### config.mk
export PLATFORM = sky130hd
export DESIGN_NAME = mp_engine_ctrl
export DESIGN_NICKNAME = d
export VERILOG_FILES = /design/src/rtl/mp_engine_ctrl.sv
export SDC_FILE = /design/constraint.sdc
export NUM_CORES = 1
export LEC_CHECK = 0
export CAP_MARGIN = 5
export CORE_AREA = 2 2 197 199
export CTS_BUF_LIST = sky130_fd_sc_hd__clkbuf_4 sky130_fd_sc_hd__clkbuf_8
export CTS_CLUSTER_SIZE = 25
export DETAILED_ROUTE_END_ITERATION = 7
export DIE_AREA = 0 0 199 201
export PLACE_DENSITY = 0.77
export SLEW_MARGIN = 20
export SYNTH_ARGS = -nofsm -noshare
export SYNTH_HDL_FRONTEND = slang
export SYNTH_SLANG_ARGS = --single-unit
### constraint.sdc
create_clock -name clk -period 2.62 [get_ports clk]
set_input_delay 0.262 -clock clk [delete_from_list [all_inputs] [get_ports clk]]
set_output_delay 0.262 -clock clk [all_outputs]
set_load 0.05 [all_outputs]
### src/rtl/mp_engine_ctrl.sv
// Per-engine run sequencer: shadows the run configuration, launches the read/write masters,
// then collects done/error pulses, timeout/abort and per-direction cycle counts for software.
module mp_engine_ctrl #(
    parameter int CNT_WIDTH = 32
) (
    input  logic                 clk,
    input  logic                 rst_n,
    input  logic                 reg_start,
    input  logic                 reg_abort,
    input  logic                 reg_clear,
    input  logic [CNT_WIDTH-1:0] reg_timeout_limit,
    input  logic                 reg_wrap_mode,
    input  logic [3:0]           reg_wrap_len,
    input  logic [63:0]          reg_source_address,
    input  logic [31:0]          reg_rd_init_data,
    input  logic [31:0]          reg_rd_pattern,
    input  logic [31:0]          reg_rd_number,
    input  logic [31:0]          reg_wr_number,
    output logic                 engine_start_pulse,
    output logic                 wrap_mode,
    output logic [3:0]           wrap_len,
    output logic [63:0]          source_address,
    output logic [31:0]          rd_init_data,
    output logic [31:0]          rd_pattern,
    output logic [31:0]          rd_number,
    output logic [31:0]          wr_number,
    input  logic                 rd_done_pulse,
    input  logic [1:0]           rd_error,
    input  logic                 wr_done_pulse,
    input  logic [1:0]           wr_error,
    output logic                 busy,
    output logic                 done,
    output logic [7:0]           status,
    output logic [CNT_WIDTH-1:0] rd_cycles,
    output logic [CNT_WIDTH-1:0] wr_cycles
);

    typedef enum logic [1:0] {
        S_IDLE,
        S_LAUNCH,
        S_RUN,
        S_DONE
    } state_t;

    localparam logic [CNT_WIDTH-1:0] CNT_ONE = CNT_WIDTH'(1);

    state_t                 state;
    state_t                 state_nxt;
    logic                   rd_fin;
    logic                   wr_fin;
    logic [CNT_WIDTH-1:0]   tmo_cnt;
    logic [5:0]             status_q;

    logic accept_start;
    logic all_fin;
    logic tmo_hit;
    logic set_abort;
    logic set_tmo;
    logic clear_only;

    // Completion counts a fin arriving this very cycle, so it can beat abort/timeout.
    assign all_fin      = (rd_fin | rd_done_pulse) & (wr_fin | wr_done_pulse);
    assign tmo_hit      = (reg_timeout_limit != '0) && (tmo_cnt == reg_timeout_limit - CNT_ONE);
    assign accept_start = reg_start && ((state == S_IDLE) || (state == S_DONE));
    assign clear_only   = (state == S_DONE) && reg_clear && !reg_start;
    assign set_abort    = (state == S_RUN) && !all_fin && reg_abort;
    assign set_tmo      = (state == S_RUN) && !all_fin && !reg_abort && tmo_hit;
    assign status       = {2'b00, status_q};

    always_ff @(posedge clk or negedge rst_n) begin
        if (!rst_n) begin
            state <= S_IDLE;
        end else begin
            state <= state_nxt;
        end
    end

    always_comb begin
        state_nxt          = state;
        engine_start_pulse = 1'b0;
        busy               = 1'b0;
        done               = 1'b0;
        case (state)
            S_IDLE: begin
                if (reg_start) state_nxt = S_LAUNCH;
            end
            S_LAUNCH: begin
                engine_start_pulse = 1'b1;
                busy               = 1'b1;
                state_nxt          = S_RUN;
            end
            S_RUN: begin
                busy = 1'b1;
                if (all_fin || reg_abort || tmo_hit) state_nxt = S_DONE;
            end
            S_DONE: begin
                done = 1'b1;
                if (reg_start) begin
                    state_nxt = S_LAUNCH;
                end else if (reg_clear) begin
                    state_nxt = S_IDLE;
                end
            end
            default: state_nxt = S_IDLE;
        endcase
    end

    always_ff @(posedge clk or negedge rst_n) begin
        if (!rst_n) begin
            wrap_mode      <= 1'b0;
            wrap_len       <= '0;
            source_address <= '0;
            rd_init_data   <= '0;
            rd_pattern     <= '0;
            rd_number      <= '0;
            wr_number      <= '0;
            rd_fin         <= 1'b0;
            wr_fin         <= 1'b0;
            tmo_cnt        <= '0;
            status_q       <= '0;
            rd_cycles      <= '0;
            wr_cycles      <= '0;
        end else begin
            if (accept_start) begin
                wrap_mode      <= reg_wrap_mode;
                wrap_len       <= reg_wrap_len;
                source_address <= reg_source_address;
                rd_init_data   <= reg_rd_init_data;
                rd_pattern     <= reg_rd_pattern;
                rd_number      <= reg_rd_number;
                wr_number      <= reg_wr_number;
                status_q       <= '0;
                rd_cycles      <= '0;
                wr_cycles      <= '0;
            end
            if (clear_only) status_q <= '0;

            if (state == S_LAUNCH) begin
                rd_fin  <= (rd_number == '0);
                wr_fin  <= (wr_number == '0);
                tmo_cnt <= '0;
            end

            if (state == S_RUN) begin
                if (!rd_fin && (rd_cycles != '1)) rd_cycles <= rd_cycles + CNT_ONE;
                if (!wr_fin && (wr_cycles != '1)) wr_cycles <= wr_cycles + CNT_ONE;
                if (tmo_cnt != '1) tmo_cnt <= tmo_cnt + CNT_ONE;
                if (rd_done_pulse) begin
                    rd_fin        <= 1'b1;
                    status_q[1:0] <= status_q[1:0] | rd_error;
                end
                if (wr_done_pulse) begin
                    wr_fin        <= 1'b1;
                    status_q[3:2] <= status_q[3:2] | wr_error;
                end
                if (set_tmo)   status_q[4] <= 1'b1;
                if (set_abort) status_q[5] <= 1'b1;
            end
        end
    end

endmodule
Yosys cells after proc, flatten, opt, wreduce, memory -nomap -nowiden
Cells that the tools add are included. Widths: inputs -> output; s select.

Register bits: 303. Bits of input ports: 240. Output and inout port bits: 272. Logic and storage cells: 87.

Add/subtract/negate cells: 4. Equality and inequality tests: 10. Mux-type cells: 30. Bitwise logic cells: 5. Reduce and logical (&&, ||, !) cells: 24.

Operators with widths (number): $mux 32 (9); $add 32x1->32 const B (3); $ne 32x32->1 const B (3); $logic_not 32->1 (2); $eq 32x32->1 (1); $reduce_bool 32->1 (1); $sub 32x1->32 const B (1); $mux 6 (3); $mux 2 (6); $mux 1 (11); $logic_and 1x1->1 (10); $pmux 2 s4 (1); $logic_not 1->1 (5); $eq 2x2->1 const B (2); $or 2x2->2 (2); $logic_or 1x1->1 (3); $ne 3x3->1 const B (1); $reduce_and 3->1 (1); $eq 2x1->1 const B (1); $logic_not 2->1 (1); $ne 2x1->1 const B (1); $ne 2x2->1 const B (1); $or 1x1->1 (2); $reduce_or 2->1 (1); $and 1x1->1 (1).

Depth between registers and ports, before layout
Gate-level depths: netlist of the first run.

Depth in word-level cells: 8. Depth in mapped cells: 12. Depth with buffers taken out: 11.

Worst setup path before layout of the first run
No wires, ideal clock.

Path type: register to register. Start: register wr_cycles[0]. End: register wr_cycles[29]. Setup time: 0.144 ns. Arrival time: 2.687 ns. Required time: 2.476 ns. Slack: -0.211 ns. Cell stages (with the launch flop): 11. Path buffers: 2. Period minus slack after synthesis: 2.831 ns. Cells stage by stage: dfrtp_1 ha_1 nand2_1 or4_1 nor3_1 a41o_1 buf_2 nand2_1 clkbuf_1 o211ai_1 o31ai_1.

Word-level cells in the longest chain between the ends: 4. Elaborated cells on any way between the ends: 5. Classes of those cells: 1 x add/sub; 1 x eq/ne; 2 x mux; 1 x reduce/logical.

Ends and longest elaborated chain: start, declared (RTL line 35) `output logic [CNT_WIDTH-1:0] wr_cycles`; start signal, assigned (RTL line 146) `if (!wr_fin && (wr_cycles != '1)) wr_cycles <= wr_cycles + CNT_ONE;`; parallel branches: the longest is 2 deep, another holds $add 32x1->32; $mux 32 (*) (RTL line 146); $mux 32 (*) (RTL line 144) `if (state == S_RUN) begin`.

Mark *: on every way between the ends. A chain may end at the register's enable or synchronous reset.

Final worst setup path of the first run
Start: input reg_timeout_limit[1]. End: register state[1].

Word-level cells in the longest chain between the ends: 6. Elaborated cells on any way between the ends: 7. Classes of those cells: 1 x add/sub; 2 x eq/ne; 4 x reduce/logical.

Ends and longest elaborated chain: start, declared (RTL line 11) `input logic [CNT_WIDTH-1:0] reg_timeout_limit,`; $sub 32x1->32 (RTL line 63) `assign tmo_hit = (reg_timeout_limit != '0) && (tmo_cnt == reg_timeout_limit - CNT_ONE);`; $eq 32x32->1 (RTL line 63); $logic_and 1x1->1 (*) (RTL line 63); $logic_or 1x1->1 (*) (RTL line 94) `if (all_fin || reg_abort || tmo_hit) state_nxt = S_DONE;`; $ne 2x1->1 (no line) (*); $reduce_and 3->1 (no line) (*); end signal, assigned (RTL line 74) `state <= state_nxt;`; end, declared (RTL line 47) `state_t state;`.

Every way passes the cells marked *; elsewhere a longest branch is shown, timed or not.

==> results.md, run 1 <==
* # nets final at about 2,500
* Slew Viols, Final at 0
* Max-slew headroom at 0.522
* Final non-filler cell total at 2,783
* Crit start category: input port
* Synth-to-Final Area Change at 55.5%
* Fmax at just under 0.4 GHz
* Synth warnings at 0
* Worst-Margin Slew at slightly above 0.7 ns
* Final Hold Vio Count at 0
* CTS max path bufs at 3
* I/O pin count at approximately 510
* Yosys top cell by area: dfrtp_1
* Root buf cell: clkbuf_8
* Initial antenna violation count at 1
* Period minus WS final at roughly 2.6 ns
* Worst-path fanout max at 9
* H-tree depth at 2
* Largest net degree at the start of global routing at 103
* Syn Area/Cell at around 8.7 um2
* Critical path required time at around 3.1 ns
* WP data arrival at around 3.1 ns
* Cell count after placement at between 2,000 and 3,000
* Share of post-route cells with drive strength above 1 at 0.118
* Via/cell ratio at 5.00
* Die W at around 200 um
* Post-Synthesis Cell Area at between 0.01 and 0.015 mm2
* Die area at 0.0400 mm2
* Synth Register Bits at between 300 and 400
* CP Capture Type: register
* DP Area at between 0.02 and 0.025 mm2
* Cell with the most instances after synthesis: nand2_1
* Top cells by area, synth: dfrtp_1 54%, nand2_1 18%, o21ai_0 3.0%, nand3_1 2.9%, xnor2_1 2.0%
* Final setup viols at 0
* Total number of vias at roughly 14,000
* Routability cong. at 0.920
* Status: complete, no violations
* Tcrit/Tclk final at 0.978
* Grt total ovfl at 0
* Leakage at 9.96 nW
* Maxcap violations at 0
* DR DRC count at 0
* EDFF count, synth at 0
* DIE HEIGHT at between 200 and 250 um
* Vias in the first global route at 13,900
* Synth cell types at 65
* Clock-pin slew on the worst setup and hold paths at roughly 0.060 ns
* Skew final at ~0.026 ns
* HP Class: in2reg
* CTS tree: yes
* Worst-Skew Late Latency at between 0.6 and 0.7 ns
* # port buffers at 509
* Top cells by count, synth: 666 x nand2_1, 303 x dfrtp_1, 85 x o21ai_0
* Pre-antenna DRT Iters at 5
* Row count at between 70 and 80
* Drt total wl at around 49 mm
* Post-DRT Antenna Nets at 0
* Total power per unit cell area at roughly 1200 mW/mm2
* Sequential area share after synthesis at 0.541
* Kind of critical path: in2reg
* Setup_tns at 0 ns
* Core Box Area at roughly 0.038 mm2
* Synth top area share at 0.541
* Drt wl/cell at ~18 um
* CTS buffer count at 53
* Top_reg_cell synth: dfrtp_1
* Final instance area at ~0.022 mm2
* Peak VDD IR at 0.000961 V
* First-pass GRT wire length at around 76 mm
* Clock sink total at roughly 300
* Iter 0 DRT Violations at between 800 and 900
* Synthesized instance count at 1,607
* FFs w/ async S/R, synth at 1.00
* Initial Util at 0.368
* GRT Resource Usage Total at 0.244
* Hpwl dp at 36.4 mm
[worst paths after layout]
check                      cells after the start            endpoint                    from  slack, ns
setup / recovery                              13            state[1]    reg_timeout_limit[1]       0.06
max in group asynchronous                      3       wr_number[17]                   rst_n       1.65
hold / removal                                 3  source_address[10]  reg_source_address[10]       0.14
min in group asynchronous                      2       wr_number[31]                   rst_n       0.20
hold reg to reg                                2  source_address[28]      source_address[28]       0.47
setup reg to reg                               9            state[1]             tmo_cnt[11]       0.11
[state kept, by name (all words and copies together), names as in the netlist]
| name | cells |
|---|---|
| source_address | 64 |
| wr_cycles | 32 |
| wr_number | 32 |
| rd_init_data | 32 |
| wrap_mode | 1 |
| wr_fin | 1 |
| wrap_len | 4 |
| status_q | 6 |
| rd_fin | 1 |
| rd_number | 32 |
| rd_cycles | 32 |
| tmo_cnt | 32 |
| state | 2 |
| rd_pattern | 32 |
[logic make-up after synthesis]
logic type	synth area share
buffers and inverters	0.0250
other	0.000267
AOI/OAI and AO/OA	0.0852
and+or+nand+nor	0.299
DFF	0.541
adders and majority gates	0.00803
xor gates and xnor gates	0.0325
muxes	0.00964
[critical path, cell delays in order]
cell	delay [ns]
clkdlybuf4s50_1	0.42
inv_1	0.07
ha_1	0.17
buf_4	0.17
nor3b_1	0.18
nand4_1	0.24
nand4b_4	0.27
nor4b_2	0.23
a211oi_1	0.08
or3_1	0.39
o21ai_2	0.19
o21ai_2	0.09
mux2_4	0.30
[cell usage in the layout (no fill, tap or decap), drive strengths merged, types with 3 or more instances in the layout]
| master | instances |
|---|---|
| mux2i | 12 |
| xor2 | 20 |
| and4 | 8 |
| nand2b | 8 |
| nor4 | 29 |
| nand3 | 83 |
| or4 | 5 |
| a21oi | 17 |
| nand4 | 27 |
| o21ai | 88 |
| o31ai | 26 |
| dfrtp | 303 |
| o311ai | 3 |
| inv | 25 |
| o211ai | 19 |
| nor3 | 20 |
| buf | 113 |
| nor2 | 65 |
| xnor2 | 32 |
| or2 | 3 |
| a31oi | 8 |
| o41ai | 4 |
| clkinv | 4 |
| or3 | 3 |
| clkdlybuf4s50 | 504 |
| clkbuf | 90 |
| nor2b | 4 |
| nand2 | 666 |
| ha | 9 |
| and2 | 10 |
| and3 | 17 |
| a211oi | 5 |
[layout make-up]
cell class	instances	area, um2
flip-flops and latches	303	7600
multi-input cells	1217	6210
repair buffers	622	6060
inverters	23	86.3
diodes	2	5.00
clock inverters	8	88.8
clock buffers	90	1110
fillers	3344	16300
well taps	518	648
[what timing repair did]
| item | in CTS | in global routing |
|---|---|---|
| buffers inserted | 1 | 2 |
| hold buffers | 1 | 0 |
| cloned | 0 | 0 |
| resized for setup | 6 | 21 |
| endpoints found under the setup margin | 11 | 37 |
| endpoints found under the hold margin | 57 | 0 |
| pin swaps | 3 | 12 |
[stage by stage]
| step | setup slack (ns) | util | hold slack [ns] | power (mW) |
|---|---|---|---|---|
| 5_1_grt | -0.00158 | 0.572 | 0.106 | 28.1 |
| 4_1_cts | 0.0191 | 0.569 | 0.0956 | 26.8 |
| 6_report | 0.0565 | 0.572 | 0.140 | 26.7 |
| 2_1_floorplan | 0.00646 | - | -0.0336 | 16.2 |
| 3_3_place_gp | -0.875 | 0.537 | 0.266 | 21.7 |
| 3_5_place_dp | -0.842 | 0.537 | 0.282 | 21.9 |
[power breakdown]
part	internal, mW	leakage (nW)	switching (mW)
Combinational	4.54	5.44	9.95
Sequential	6.32	3.88	1.04
Clock	2.77	0.636	2.04
Total	13.6	9.96	13.0
[per-layer routing]
metal / vias up / part of all wire / track usage
met1: 6693 / 0.40 / 0.293
met4: 0 / 0.040 / 0.104
met2: 502 / 0.49 / 0.405
met5: - / 0 / 0
li1: 6623 / - / -
met3: 104 / 0.075 / 0.0709
No activity file was read; power rests on OpenSTA's default activity.
==> inputs of run 2 (changes only) <==
--- a/config.mk
+++ b/config.mk
@@ -5,13 +5,14 @@
 export SDC_FILE = /design/constraint.sdc
 export NUM_CORES = 1
 export LEC_CHECK = 0
-export CAP_MARGIN = 5
-export CORE_AREA = 2 2 197 199
+export ABC_AREA = 1
+export CAP_MARGIN = 20
+export CORE_ASPECT_RATIO = 0.7
+export CORE_UTILIZATION = 42
 export CTS_BUF_LIST = sky130_fd_sc_hd__clkbuf_4 sky130_fd_sc_hd__clkbuf_8
 export CTS_CLUSTER_SIZE = 25
 export DETAILED_ROUTE_END_ITERATION = 7
-export DIE_AREA = 0 0 199 201
-export PLACE_DENSITY = 0.77
+export PLACE_DENSITY_LB_ADDON = 0.15
 export SLEW_MARGIN = 20
 export SYNTH_ARGS = -nofsm -noshare
 export SYNTH_HDL_FRONTEND = slang
==> results.md, run 2 <==
* Status: complete, no violations (unchanged)
* Most common cell after layout, fill and taps aside: nand2_1 (unchanged)
* Die W at 225 um (was 199 um)
* CTS tree: yes (unchanged)
* Clock-pin slew on the worst setup and hold paths at 0.07 ns (was 0.06 ns)
* # diodes at 0 (was 2)
* Initial Util at 0.431 (was 0.368)
* Root buf cell: clkbuf_8 (unchanged)
* CTS buffer count at 49 (was 53)
* RSZ-0062 raised after global routing: true
* Leakage at 10.1 nW (was 9.96 nW)
* I/O pin count at 512 (unchanged)
* Synth warnings at 0 (unchanged)
* Crit start category: register (was input port)
* Simple-gate area share of the yosys netlist at 0.341 (was 0.299)
* Setup_tns at 0 ns (unchanged)
* Compound-Gate Fraction of Synth Area at 0.0536 (was 0.0852)
* Reg with most FFs: source_address (unchanged)
* Top cells by count, synth: 858 x nand2_1, 303 x dfrtp_1, 135 x nor2_1 (was 666 x nand2_1, 303 x dfrtp_1, 85 x o21ai_0)
* FFs w/ async S/R, synth at 1.00 (unchanged)
* Critical path required time at 3.08 ns (was 3.13 ns)
* Fmax at 0.411 GHz (was 0.390 GHz)
* Maxcap violations at 0 (unchanged)
* XOR/XNOR share of the synthesized area at 0.0216 (was 0.0325)
* CTS max path bufs at 3 (unchanged)
* Post-Synth Adder-Cell Area at 0.00770 (was 0.00803)
* Clock sink total at 303 (unchanged)
* Max-slew headroom at 0.539 (was 0.522)
* Share of post-route cells with drive strength above 1 at 0.0647 (was 0.118)
* DR DRC count at 0 (unchanged)
* Top_reg_cell synth: dfrtp_1 (unchanged)
* Cell with the most instances after synthesis: nand2_1 (unchanged)
* EDFF count, synth at 0 (unchanged)
* Drt wl/cell at 17.5 um (was 17.6 um)
* Syn Area/Cell at 7.81 um2 (was 8.73 um2)
* Kind of critical path: reg2reg (was in2reg)
* Skew final at 0.0178 ns (was 0.0259 ns)
* Post-Synthesis Cell Area at 0.0146 mm2 (was 0.0140 mm2)
* Die area at 0.0356 mm2 (was 0.0400 mm2)
* Synth-to-Final Area Change at 46.9% (was 55.5%)
* Sequential area share after synthesis at 0.518 (was 0.541)
* Drt total wl at 50.9 mm (was 49.0 mm)
* Total power at 26.4 mW (was 26.7 mW)
* WP data arrival at 2.89 ns (was 3.08 ns)
* Row count at 56 (was 72)
* Total number of vias at 14,400 (was 13,900)
* Synth cell types at 51 (was 65)
* Vias in the first global route at 13,500 (was 13,900)
* Synth Register Bits at 303 (unchanged)
* Filler Cell Count at 3,001 (was 3,344)
* Final setup viols at 0 (unchanged)
* Worst-Skew Late Latency at 0.58 ns (was 0.63 ns)
* H-tree depth at 2 (unchanged)
* Worst hold slack at 0.208 ns (was 0.140 ns)
* Mux cell area share after synthesis at 0.0103 (was 0.00964)
* Reg2Reg Setup Slack at 0.18 ns (was 0.11 ns)
* Final Hold Vio Count at 0 (unchanged)
* # port buffers at 509 (unchanged)
* Synthesized instance count at 1,873 (was 1,607)
* Peak VDD IR at 0.000948 V (was 0.000961 V)
* Core Box Area at 0.0339 mm2 (was 0.0381 mm2)
* Routability cong. at 0.918 (was 0.920)
* HP Class: in2reg (unchanged)
* Pre-antenna DRT Iters at 7 (was 5)
* Final WS setup at 0.184 ns (was 0.0565 ns)
* Largest family of logic cells by synthesized area: simple AND/OR/NAND/NOR gates (unchanged)
* Grt total ovfl at 0 (unchanged)
* First-pass GRT wire length at 76.7 mm (was 76.4 mm)
* Max reg flops at 64 (unchanged)
* DIE HEIGHT at 158 um (was 201 um)
* CP Capture Type: register (unchanged)
* Period minus WS final at 2.44 ns (was 2.56 ns)
* Via/cell ratio at 4.97 (was 5.00)
* Worst-Margin Slew at 0.689 ns (was 0.710 ns)
* Top cells by area, synth: dfrtp_1 52%, nand2_1 22%, nor2_1 3.5%, nand3_1 3.0%, inv_1 2.7% (was dfrtp_1 54%, nand2_1 18%, o21ai_0 3.0%, nand3_1 2.9%, xnor2_1 2.0%)
* Yosys top cell by area: dfrtp_1 (unchanged)
* Largest net degree at the start of global routing at 120 (was 103)
* # nets final at 2,654 (was 2,469)
* Worst-path fanout max at 19 (was 9)
* Most frequent cells in the layout: 858 x nand2_1, 506 x clkdlybuf4s50_1, 303 x dfrtp_1, 134 x nor2_1, 103 x inv_1 (was 666 x nand2_1, 504 x clkdlybuf4s50_1, 292 x dfrtp_1, 102 x buf_4, 85 x o21ai_0)
* Post-DRT Antenna Nets at 0 (unchanged)
* GRT Resource Usage Total at 0.277 (was 0.244)
* Place WS at 0.00798 ns (was -0.842 ns)
* Synth top area share at 0.518 (was 0.541)
* Tcrit/Tclk final at 0.930 (was 0.978)
* Total power per unit cell area at 1230 mW/mm2 (was 1220 mW/mm2)
* Hpwl dp at 38.1 mm (was 36.4 mm)
* Iter 0 DRT Violations at 1,123 (was 809)
* Slew Viols, Final at 0 (unchanged)
* Initial antenna violation count at 2 (was 1)
==> run 2: cell count changes after synthesis, moves of 9 or more <==
cell | previous run | this run
o211ai_1 | 19 | 0
and2_1 | 10 | 0
and3_1 | 15 | 1
a21oi_1 | 17 | 62
inv_1 | 23 | 106
nand2_1 | 666 | 858
xnor2_1 | 32 | 11
nand3b_1 | 1 | 10
nor2_1 | 63 | 135
o21ai_0 | 85 | 36
o31ai_1 | 26 | 2
==> run 2: cells by family after synthesis <==
family                   Yosys count
other                              1
AND/OR/NAND/NOR                 1196
multiplexers                      15
buffers and inverters            174
adder cells (fa/ha/maj)            9
XOR/XNOR                          36
flip-flops                       303
AO/OA/AOI/OAI                    139
==> run 2: what timing repair did <==
action                                 CTS  global route
cloned                                   0             1
setup endpoints to repair                2            11
buffers inserted                         0             5
endpoints found under the hold margin   71             0
pin swaps                                0             1
hold buffers                             1             0
resized for setup                        2             3
==> run 2: critical path, cell delays in order, from the launching register on <==
cell        delay, ns
dfrtp_1          0.44
ha_1             0.21
nand2_2          0.09
nor2_4           0.17
nand4_4          0.14
nor2_4           0.14
nand3_2          0.09
nor3_4           0.25
nand2_4          0.14
nand2_8          0.17
nand2_4          0.18
clkinvlp_4       0.20
nor3b_1          0.07
==> run 2: per-stage QoR <==
step                      std cells  cell area [um2]   util
after floorplan                1874            14600      -
after global placement         2811            20300  0.600
after detailed placement       2811            20300  0.600
after CTS                      2899            21400  0.632
after global routing           2905            21500  0.634
final                          2905            21500  0.634
==> run 2: report_power, final <==
group	switching, mW	internal (mW)	total, mW	leakage [nW]
Clock	1.95	2.58	4.52	0.565
Sequential	1.25	6.37	7.61	3.89
Combinational	9.95	4.33	14.3	5.61
==> run 2: per-layer routing <==
metal  GRT usage  wire length (um)  vias up
li1            -                 -     7034
met1       0.375             22200     6851
met2       0.438             23900      476
met3      0.0759              3700       84
met4      0.0719              1070        2
met5           0                17        -
==> run 2: final cells by class <==
| type | count | area (um2) | share of cell area |
|---|---|---|---|
| Sequential cell | 303 | 7580 | 0.353 |
| Timing Repair inverter | 1 | 5.00 | 0.000233 |
| Multi-Input combinational cell | 1397 | 6370 | 0.296 |
| Clock inverter | 8 | 130 | 0.00606 |
| Inverter | 109 | 424 | 0.0197 |
| Clock buffer | 79 | 943 | 0.0439 |
| Timing Repair Buffer | 544 | 5450 | 0.254 |
| Tap cell | 464 | 581 | 0.0270 |
==> run 2: path summary, 6_finish.rpt <==
path | startpoint | end | cells after the start
min | reg_wr_number[9] | wr_number[9] | 3
max | tmo_cnt[1] | tmo_cnt[6] | 12
min in group asynchronous | rst_n | status_q[1] | 2
max in group asynchronous | rst_n | rd_pattern[0] | 3
max reg2reg | tmo_cnt[1] | tmo_cnt[6] | 12
min reg2reg | rd_pattern[17] | rd_pattern[17] | 2
